### src/rtl/huffman_pkg.sv
// Shared definitions for the Huffman bitstream writer/reader pair:
// FSM states, bus register map and word geometry.
package huffman_pkg;

    localparam int WORD_W = 32;
    localparam int ACC_W  = 64;
    localparam int FILL_W = 7;

    localparam logic [31:0] HUFF_STATUS_ADDR = 32'd2000;
    localparam logic [31:0] HUFF_DATA_ADDR   = 32'd2001;
    localparam logic [31:0] HUFF_BITS_ADDR   = 32'd2002;
    localparam logic [2:0]  HSIZE_WORD       = 3'd2;

    typedef enum logic [1:0] {
        ST_IDLE,
        ST_PACK,
        ST_FLUSH,
        ST_DONE
    } huff_state_t;

    // Codes of length 0 or above one word are dropped by the packer.
    function automatic logic len_ok(input logic [5:0] len);
        return (len != 6'd0) && (len <= 6'd32);
    endfunction

endpackage

### src/rtl/huffman_fifo.sv
// Circular word buffer between the bit packer and the bus pop port.
// A push into a full buffer succeeds when a pop happens in the same cycle.
module huffman_fifo #(
    parameter int DEPTH = 8,
    parameter int WIDTH = 32
) (
    input  logic                       clk,
    input  logic                       reset,
    input  logic                       push,
    input  logic [WIDTH-1:0]           push_data,
    input  logic                       pop,
    output logic [WIDTH-1:0]           pop_data,
    output logic                       full,
    output logic                       empty,
    output logic [$clog2(DEPTH+1)-1:0] count
);

    localparam int PTR_W = (DEPTH > 1) ? $clog2(DEPTH) : 1;
    localparam int CNT_W = $clog2(DEPTH + 1);

    logic [WIDTH-1:0] mem [DEPTH];
    logic [PTR_W-1:0] wr_ptr_reg;
    logic [PTR_W-1:0] rd_ptr_reg;
    logic [CNT_W-1:0] count_reg;
    logic             do_push;
    logic             do_pop;

    function automatic logic [PTR_W-1:0] next_ptr(input logic [PTR_W-1:0] p);
        return (p == PTR_W'(DEPTH - 1)) ? '0 : p + 1'b1;
    endfunction

    assign empty    = (count_reg == '0);
    assign full     = (count_reg == CNT_W'(DEPTH));
    assign do_pop   = pop && !empty;
    assign do_push  = push && (!full || do_pop);
    assign pop_data = mem[rd_ptr_reg];
    assign count    = count_reg;

    always_ff @(posedge clk) begin
        if (do_push) begin
            mem[wr_ptr_reg] <= push_data;
        end
    end

    always_ff @(posedge clk or negedge reset) begin
        if (!reset) begin
            wr_ptr_reg <= '0;
            rd_ptr_reg <= '0;
            count_reg  <= '0;
        end else begin
            if (do_push) begin
                wr_ptr_reg <= next_ptr(wr_ptr_reg);
            end
            if (do_pop) begin
                rd_ptr_reg <= next_ptr(rd_ptr_reg);
            end
            case ({do_push, do_pop})
                2'b10:   count_reg <= count_reg + 1'b1;
                2'b01:   count_reg <= count_reg - 1'b1;
                default: count_reg <= count_reg;
            endcase
        end
    end

endmodule

### src/rtl/huffman_write.sv
// Huffman bitstream writer: packs variable-length codes MSB-first into
// 32-bit words, queues them, and exposes them over a zero-wait read bus.
module huffman_write
    import huffman_pkg::*;
#(
    parameter int          FIFO_DEPTH  = 8,
    parameter logic [31:0] STATUS_ADDR = HUFF_STATUS_ADDR,
    parameter logic [31:0] DATA_ADDR   = HUFF_DATA_ADDR,
    parameter logic [31:0] BITS_ADDR   = HUFF_BITS_ADDR
) (
    input  logic              clk,
    input  logic              reset,
    input  logic              code_valid,
    input  logic [WORD_W-1:0] code,
    input  logic [5:0]        code_len,
    output logic              code_ready,
    input  logic              flush,
    input  logic              clear,
    input  logic [31:0]       HADDR,
    input  logic              HWRITE,
    input  logic [2:0]        HSIZE,
    output logic [WORD_W-1:0] HRDATA,
    output logic              HRESP,
    output logic              done,
    output logic [31:0]       bit_count
);

    localparam int CNT_W = $clog2(FIFO_DEPTH + 1);

    huff_state_t       state_reg, state_next;
    logic [ACC_W-1:0]  acc_reg, acc_next, acc_base, code_bits;
    logic [FILL_W-1:0] fill_reg, fill_next, fill_base, ins_shift;
    logic [31:0]       bit_count_reg, bit_count_next;

    logic [31:0]       addr_reg;
    logic              write_reg;
    logic [2:0]        size_reg;
    logic              dphase_reg;

    logic              fifo_push, fifo_pop, fifo_full, fifo_empty;
    logic [CNT_W-1:0]  fifo_count;
    logic [WORD_W-1:0] fifo_head;
    logic              space, accept;
    logic              is_status, is_data, is_bits, legal;
    logic [WORD_W-1:0] status_word;

    huffman_fifo #(
        .DEPTH (FIFO_DEPTH),
        .WIDTH (WORD_W)
    ) u_fifo (
        .clk       (clk),
        .reset     (reset),
        .push      (fifo_push),
        .push_data (acc_reg[ACC_W-1 -: WORD_W]),
        .pop       (fifo_pop),
        .pop_data  (fifo_head),
        .full      (fifo_full),
        .empty     (fifo_empty),
        .count     (fifo_count)
    );

    // Address phase is captured every cycle; the following cycle is its data phase.
    always_ff @(posedge clk or negedge reset) begin
        if (!reset) begin
            addr_reg   <= '0;
            write_reg  <= 1'b0;
            size_reg   <= '0;
            dphase_reg <= 1'b0;
        end else begin
            addr_reg   <= HADDR;
            write_reg  <= HWRITE;
            size_reg   <= HSIZE;
            dphase_reg <= 1'b1;
        end
    end

    always_comb begin
        is_status   = (addr_reg == STATUS_ADDR);
        is_data     = (addr_reg == DATA_ADDR);
        is_bits     = (addr_reg == BITS_ADDR);
        legal       = dphase_reg && !write_reg && (size_reg == HSIZE_WORD)
                      && (is_status || is_data || is_bits);
        fifo_pop    = legal && is_data && !fifo_empty;
        status_word = {16'(fifo_count), 13'b0, fifo_full, (state_reg == ST_DONE), !fifo_empty};
        HRDATA      = '0;
        HRESP       = 1'b0;
        if (dphase_reg) begin
            if (!legal || (is_data && fifo_empty)) begin
                HRESP = 1'b1;
            end else if (is_status) begin
                HRDATA = status_word;
            end else if (is_data) begin
                HRDATA = fifo_head;
            end else begin
                HRDATA = bit_count_reg;
            end
        end
    end

    always_ff @(posedge clk or negedge reset) begin
        if (!reset) begin
            state_reg     <= ST_IDLE;
            acc_reg       <= '0;
            fill_reg      <= '0;
            bit_count_reg <= '0;
        end else begin
            state_reg     <= state_next;
            acc_reg       <= acc_next;
            fill_reg      <= fill_next;
            bit_count_reg <= bit_count_next;
        end
    end

    always_comb begin
        state_next     = state_reg;
        acc_next       = acc_reg;
        fill_next      = fill_reg;
        bit_count_next = bit_count_reg;
        fifo_push      = 1'b0;
        code_ready     = 1'b0;
        accept         = 1'b0;
        acc_base       = acc_reg;
        fill_base      = fill_reg;
        ins_shift      = '0;
        space          = !fifo_full || fifo_pop;
        code_bits      = {32'b0, code} & ((64'd1 << code_len) - 64'd1);

        case (state_reg)
            ST_IDLE: begin
                if (flush) begin
                    state_next = ST_DONE;
                end else if (code_valid && len_ok(code_len)) begin
                    state_next = ST_PACK;
                end
            end
            ST_PACK: begin
                if (fill_reg >= 7'd32 && space) begin
                    fifo_push = 1'b1;
                    acc_base  = acc_reg << 32;
                    fill_base = fill_reg - 7'd32;
                end
                // At exactly one full word, accept only when that word leaves this cycle.
                code_ready = (fill_reg < 7'd32) || (fill_reg == 7'd32 && space);
                accept     = code_valid && code_ready && len_ok(code_len);
                ins_shift  = 7'd64 - fill_base - {1'b0, code_len};
                acc_next   = acc_base;
                fill_next  = fill_base;
                if (accept) begin
                    acc_next       = acc_base | (code_bits << ins_shift);
                    fill_next      = fill_base + {1'b0, code_len};
                    bit_count_next = bit_count_reg + {26'b0, code_len};
                end
                if (flush) begin
                    state_next = ST_FLUSH;
                end
            end
            ST_FLUSH: begin
                if (fill_reg == '0) begin
                    state_next = ST_DONE;
                end else if (space) begin
                    fifo_push = 1'b1;
                    if (fill_reg > 7'd32) begin
                        acc_next  = acc_reg << 32;
                        fill_next = fill_reg - 7'd32;
                    end else begin
                        acc_next   = '0;
                        fill_next  = '0;
                        state_next = ST_DONE;
                    end
                end
            end
            ST_DONE: begin
                if (clear) begin
                    state_next     = ST_IDLE;
                    acc_next       = '0;
                    fill_next      = '0;
                    bit_count_next = '0;
                end
            end
            default: state_next = ST_IDLE;
        endcase
    end

    assign done      = (state_reg == ST_DONE);
    assign bit_count = bit_count_reg;

endmodule

### config.mk
export PLATFORM = sky130hd
export DESIGN_NAME = huffman_write
export DESIGN_NICKNAME = d
export VERILOG_FILES = /design/src/rtl/huffman_pkg.sv /design/src/rtl/huffman_fifo.sv /design/src/rtl/huffman_write.sv
export SDC_FILE = /design/constraint.sdc
export NUM_CORES = 1
export LEC_CHECK = 0
export CORE_MARGIN = 3
export CORE_UTILIZATION = 30
export DETAILED_ROUTE_END_ITERATION = 10
export MAX_ROUTING_LAYER = met4
export PLACE_DENSITY_LB_ADDON = 0.05
export SYNTH_ARGS = -nofsm -noshare
export SYNTH_HDL_FRONTEND = slang
export SYNTH_SLANG_ARGS = --single-unit
### constraint.sdc
create_clock -name clk -period 4.6 [get_ports clk]
set_input_delay 0.92 -clock clk [delete_from_list [all_inputs] [get_ports clk]]
set_output_delay 0.92 -clock clk [all_outputs]
set_load 0.01 [all_outputs]
==> results of run 1 <==
how the worst max path moves through the flow:
stage                                       from  cells past startpoint                          to  slack (ns)
after floorplan            size_reg[0]$_DFF_PN0_                      7  u_fifo.mem[0][0]$_DFFE_PP_        0.03
after global placement    addr_reg[21]$_DFF_PN0_                     16     acc_reg[36]$_DFFE_PN0P_       -0.36
after detailed placement             code_len[2]                     17     acc_reg[25]$_DFFE_PN0P_       -0.22
after CTS                 addr_reg[13]$_DFF_PN0_                     12                  HRDATA[30]       0.002
after global routing      addr_reg[13]$_DFF_PN0_                     12                   HRDATA[8]       0.008
final                     addr_reg[13]$_DFF_PN0_                     12                   HRDATA[8]        0.18
routing by layer:
metal  vias up  global-route usage
met5         -                   -
met4         0              0.0498
met3       115              0.0234
met2       430               0.361
met1      8989               0.288
li1       8076                   -
worst max-delay path, cell delays in order, from the launching register on:
cell	delay [ns]
dfrtp_1	0.40
nor4b_4	0.30
and4_4	0.27
buf_4	0.13
and3_2	0.24
nand3_4	0.12
inv_2	0.09
a21oi_2	0.08
nand3b_1	0.18
buf_4	0.19
buf_12	0.17
a211oi_2	0.19
clkdlybuf4s50_1	0.57
power breakdown:
group	internal, uW	switching (uW)	leakage, uW
clock	2280	1540	0.000775
combinational	5300	7990	0.00563
sequential	4650	558	0.00434
total	12200	10100	0.0108
cell usage in the layout (no fill, tap or decap), types with 16 or more instances in the layout:
cell	synthesis	layout
and3_1	25	24
nand4_1	18	18
mux4_2	69	69
inv_1	38	37
buf_12	0	18
mux2i_1	66	66
o21ai_0	63	62
and2_1	16	16
dfrtp_1	152	149
nor3_1	27	24
xor2_1	27	26
a211oi_1	43	37
o211ai_1	24	24
a21oi_1	101	99
clkbuf_16	0	50
nand3_1	62	60
buf_4	1	257
ha_1	38	35
nor2_1	150	146
a31oi_1	28	27
nand2_1	178	176
edfxtp_1	256	256
clkdlybuf4s50_1	0	120
o31ai_1	17	17
a22o_1	18	18
Yosys cell counts (17+ instances only):
cell,count,share of area
ha_1,38,0.022
nand4_1,18,0.0051
o211ai_1,24,0.0082
a21oi_1,101,0.023
xor2_1,27,0.011
and3_1,25,0.0071
a211oi_1,43,0.015
nand3_1,62,0.014
edfxtp_1,256,0.35
o21ai_0,63,0.014
nor2_1,150,0.026
mux4_2,69,0.071
nor3_1,27,0.0062
buf_2,21,0.0048
mux2i_1,66,0.030
o31ai_1,17,0.0058
nand2_1,178,0.031
clkbuf_1,88,0.015
inv_1,38,0.0065
dfrtp_1,152,0.17
a22o_1,18,0.0072
a31oi_1,28,0.0080
layout make-up:
cell class | count | share of cell area
inverters | 39 | 0.00518
repair buffers | 421 | 0.134
clock buffers | 70 | 0.0495
flip-flops and latches | 408 | 0.407
multi-input cells | 1315 | 0.355
well taps | 950 | 0.0421
clock inverters | 19 | 0.00709
logic make-up after synthesis:
group / share of synthesized area
buffers and inverters: 0.0307
other: 0.000171
flip-flops: 0.525
XOR/XNOR: 0.0172
AND/OR/NAND/NOR: 0.134
adder cells (fa/ha/maj): 0.0263
multiplexers: 0.108
AO/OA/AOI/OAI: 0.159
per-stage QoR:
stage / setup WS, ns / utilization / setup TNS (ns) / hold slack (ns) / instances
final: 0.185 / 0.393 / 0 / 0.424 / 3222
after global routing: 0.00769 / 0.393 / 0 / 0.487 / 3222
after CTS: 0.00185 / 0.391 / 0 / 0.466 / 3220
after detailed placement: -0.216 / 0.367 / -2.60 / 0.474 / 3128
after global placement: -0.355 / 0.367 / -3.95 / 0.466 / 3128
after floorplan: 0.0260 / - / 0 / 0.451 / 1890
what timing repair did:
| action | in CTS | in global routing |
|---|---|---|
| setup buffers | 2 | 2 |
| hold buffers | 0 | 0 |
| resized for setup | 33 | 28 |
| cloned | 1 | 0 |
| pin swaps | 0 | 5 |
| endpoints found under the setup margin | 43 | 57 |
==> impl_metrics.json, run 1 <==
{
  "status": "finished clean",
  "multi_input_area_mm2": 0.0100,
  "antenna_found_initial": 0,
  "overflow": 0,
  "nFillCells": 7015,
  "rows": 98,
  "timing.rr.start": "addr_reg[22]$_DFF_PN0_",
  "grt_max_degree": 83,
  "seq_area_frac_synth": 0.525,
  "wl_met2_um": 40400,
  "ios": 146,
  "synth_cell_type_count": 89,
  "drt-pass1-iter-count": 5,
  "syn_to_final_growth_pct": 28.9,
  "ys_seq_elements": 408,
  "final_area_mm2": 0.0282,
  "fin_nets": 2355,
  "place_area_mm2": 0.0264,
  "syn_nets": 2012,
  "async_reset_ff_frac": 0.373,
  "final_hold_viol_count": 0,
  "tightest_slew_ns": 0.944,
  "wl_met1_um": 37400,
  "grt_first_pass_wirelength_um": 122000,
  "first_global_vias": 18000,
  "core_region_area_mm2": 0.0719,
  "antenna_cells": 0,
  "hpwl_um": 59800,
  "grtUsageTotal": 0.218,
  "cts-root-buf": "clkbuf_16",
  "highest_layer": "met4",
  "drv_slew": 0,
  "worstPathRequired_ns": 3.68,
  "clk_path_buf_depth": 3,
  "clk_latency_ns": 0.57,
  "power.density_mw_per_mm2": 791,
  "syn_avg_cell_area_um2": 11.6,
  "crit_arrival_ns": 3.50,
  "wl_met3_um": 2950,
  "synth_edf_count": 256,
  "rsz0062_at_grt": "false",
  "drv_cap": 0,
  "hp-class": "input pin to async pin",
  "path_clk_slew_ns": 0.06,
  "fin_worst_skew_ns": 0.0134,
  "max_slew_margin": 0.370,
  "die_w_um": 276,
  "cp-start-kind": "flip-flop",
  "fin_crit_ns": 4.42,
  "seq_area_mm2": 0.0115,
  "cts.sinks": 408,
  "ant_nets": 0,
  "synth-main-ff-cell": "edfxtp_1",
  "power_uw": 22300,
  "vias": 17600,
  "finalSetupViolCount": 0,
  "p_leak_uw": 0.0108,
  "largest_register_ffs": 256,
  "port-buffer-count": 145,
  "start_util": 0.305,
  "drc": 0,
  "syn-instance-count": 1890,
  "ys_warn_count": 0,
  "wl_per_cell_um": 25.6,
  "netlist_area_mm2": 0.0219,
  "crit_fanout": 13,
  "rrSetupSlack_ns": 0.23,
  "fmax_ghz": 0.226,
  "finalCritPeriodShare": 0.960,
  "gp_congestion": 0.922,
  "drive_above_1_share": 0.222,
  "die_y_um": 276,
  "r2r_cells": 17,
  "path_class": "flip-flop to output pin",
  "htree_levels": 2,
  "first_iter_violations": 1187,
  "wl_um": 82500,
  "r2r_end": "acc_reg[38]$_DFFE_PN0P_",
  "cts_buffers": 48,
  "cts_tree": "done",
  "die-area_mm2": 0.0763,
  "critPathCaptureType": "output pin",
  "via_per_inst": 5.47,
  "ir_drop_v": 0.000368
}
(Power assumes the default switching activity.)
==> run 2, diff against run 1 <==
Settings changed: CTS_CLUSTER_SIZE from default to 14.
==> impl_metrics.json, run 2 (synthesized netlist as in run 1, its figures left out) <==
{
  "crit_top_cell": "buf_4",
  "antenna_found_initial": 0,
  "setup_slack_ns": 0.200,
  "cp_num_buf_inv": 5,
  "finalCritPeriodShare": 0.957,
  "ant_nets": 0,
  "max_slew_margin": 0.367,
  "path_clk_slew_ns": 0.06,
  "first_global_vias": 18000,
  "syn_to_final_growth_pct": 29.0,
  "crit_slowest_cell": "clkdlybuf4s50_1",
  "hp-class": "input pin to async pin",
  "finalSetupViolCount": 0,
  "fmax_ghz": 0.227,
  "seq_power_share": 0.234,
  "p_leak_uw": 0.0108,
  "cts.sinks": 408,
  "critPathCaptureType": "output pin",
  "final_area_mm2": 0.0283,
  "layout_common_cells": "257 x buf_4, 256 x edfxtp_1, 176 x nand2_1",
  "layout_commonest_cell": "buf_4",
  "via_per_inst": 5.46,
  "pwr-share-clk": 0.173,
  "cts-root-buf": "clkbuf_16",
  "first_iter_violations": 1302,
  "wl_um": 82500,
  "overflow": 0,
  "drv_cap": 0,
  "largest_register_ffs": 256,
  "ios": 146,
  "die-area_mm2": 0.0763,
  "cp-start-kind": "flip-flop",
  "path_cells": "nor4b_4 > and4_4 > buf_4 > and3_2 > nand3_4 > inv_2 > a21oi_2 > nand3b_1 > buf_4 > buf_12 > a211oi_2 > clkdlybuf4s50_1",
  "max_stage_delay_ns": 0.57,
  "fin_worst_skew_ns": 0.0210,
  "fin_nets": 2355,
  "switchingPower_uw": 10100,
  "core_region_area_mm2": 0.0719,
  "grt_max_degree": 83,
  "holdWs_ns": 0.420,
  "clk_path_buf_depth": 3,
  "dp_slack_ns": -0.216,
  "clk_latency_ns": 0.58,
  "final_core_util": 0.393,
  "drive_above_1_share": 0.222,
  "htree_levels": 2,
  "wl_per_cell_um": 25.6,
  "grt_first_pass_wirelength_um": 122000,
  "rows": 98,
  "place_area_mm2": 0.0264,
  "port-buffer-count": 145,
  "cts_tree": "done",
  "start_util": 0.305,
  "ir_drop_v": 0.000365,
  "hpwl_um": 59800,
  "rsz0062_at_grt": "false",
  "worstPathRequired_ns": 3.68,
  "gp_congestion": 0.922,
  "die_w_um": 276,
  "placed_cells": 3128,
  "final_hold_viol_count": 0,
  "crit_family": "buffers and inverters",
  "pwr-share-comb": 0.594,
  "crit_fanout": 13,
  "grtUsageTotal": 0.218,
  "die_y_um": 276,
  "status": "finished clean",
  "drv_slew": 0,
  "hold_buffers": 0,
  "fin_crit_ns": 4.40,
  "cts_buffers": 48,
  "path_class": "flip-flop to output pin",
  "finalNonFillerCells": 3223,
  "tightest_slew_ns": 0.949,
  "crit_arrival_ns": 3.48,
  "switching_share": 0.451,
  "drt-pass1-iter-count": 5,
  "internal-power_uw": 12300,
  "drc": 0,
  "vias": 17600,
  "power.density_mw_per_mm2": 789
}
[run 2: cell types whose count changed in the layout (fill, tap and decap cells not counted)]
cell / delta
clkbuf_1: +1
clkinv_2: -2
clkbuf_8: +1
diode_2: +1
dlygate4sd2_1: -2
nor2_1: -1
nor2_2: +1
dlymetal6s2s_1: +2
[run 2: routing by layer]
metal	track usage	up-vias	share of wire
li1	-	8072	-
met1	0.287	8966	0.45
met2	0.364	457	0.49
met3	0.0231	114	0.040
met4	0.0487	0	0.021
met5	-	-	0
[run 2: layout make-up]
class / instances / area (um^2)
fillers: 7010 / 43600
clock buffers: 72 / 1410
well taps: 950 / 1190
flip-flops and latches: 408 / 11500
diodes: 1 / 2.50
clock inverters: 17 / 190
repair buffers: 421 / 3800
multi-input cells: 1315 / 10000
inverters: 39 / 146
[run 2: worst register-to-register path: stages (launching register included)]
cell      delay, ns
dfrtp_1        0.38
nor4_2         0.31
buf_4          0.16
and4_4         0.22
nand4_1        0.18
a21oi_2        0.28
xnor2_2        0.15
inv_1          0.09
ha_4           0.29
ha_4           0.21
a311o_1        0.35
or3_1          0.32
a211oi_2       0.30
mux2_4         0.25
buf_12         0.17
nand2_2        0.13
o41ai_4        0.43
[run 2: stage by stage]
stage / total power, uW / setup TNS (ns)
2_1_floorplan: 11600 / 0
3_3_place_gp: 18300 / -3.95
3_5_place_dp: 18200 / -2.60
4_1_cts: 22200 / 0
5_1_grt: 23500 / 0
6_report: 22300 / 0
[run 2: path summary, 6_finish.rpt]
kind,startpoint,endpoint,slack [ns],cells past startpoint
worst min-delay path,reset,acc_reg[12]$_DFFE_PN0P_,0.42,1
worst min register to register,acc_reg[31]$_DFFE_PN0P_,acc_reg[31]$_DFFE_PN0P_,0.49,2
max in group asynchronous,reset,state_reg[1]$_DFFE_PN0P_,3.14,2
worst max register to register,addr_reg[22]$_DFF_PN0_,acc_reg[36]$_DFFE_PN0P_,0.24,16
min in group clk,acc_reg[31]$_DFFE_PN0P_,acc_reg[31]$_DFFE_PN0P_,0.49,2
worst max-delay path,addr_reg[13]$_DFF_PN0_,HRDATA[8],0.20,12
[run 2: what timing repair did]
action,in CTS,in global routing
setup buffers,2,2
gates resized for setup,31,31
cloned,1,0
pin swaps,0,5
setup endpoints to repair,34,57
[run 2: power by group through the flow]
stage	registers (uW)	clock network (uW)	logic [uW]
finish	5210	3850	13200
floorplan	5060	0	6510
CTS	5220	3970	13000
global placement	5260	0	13000
global route	5300	4110	14100
detailed placement	5300	0	12900
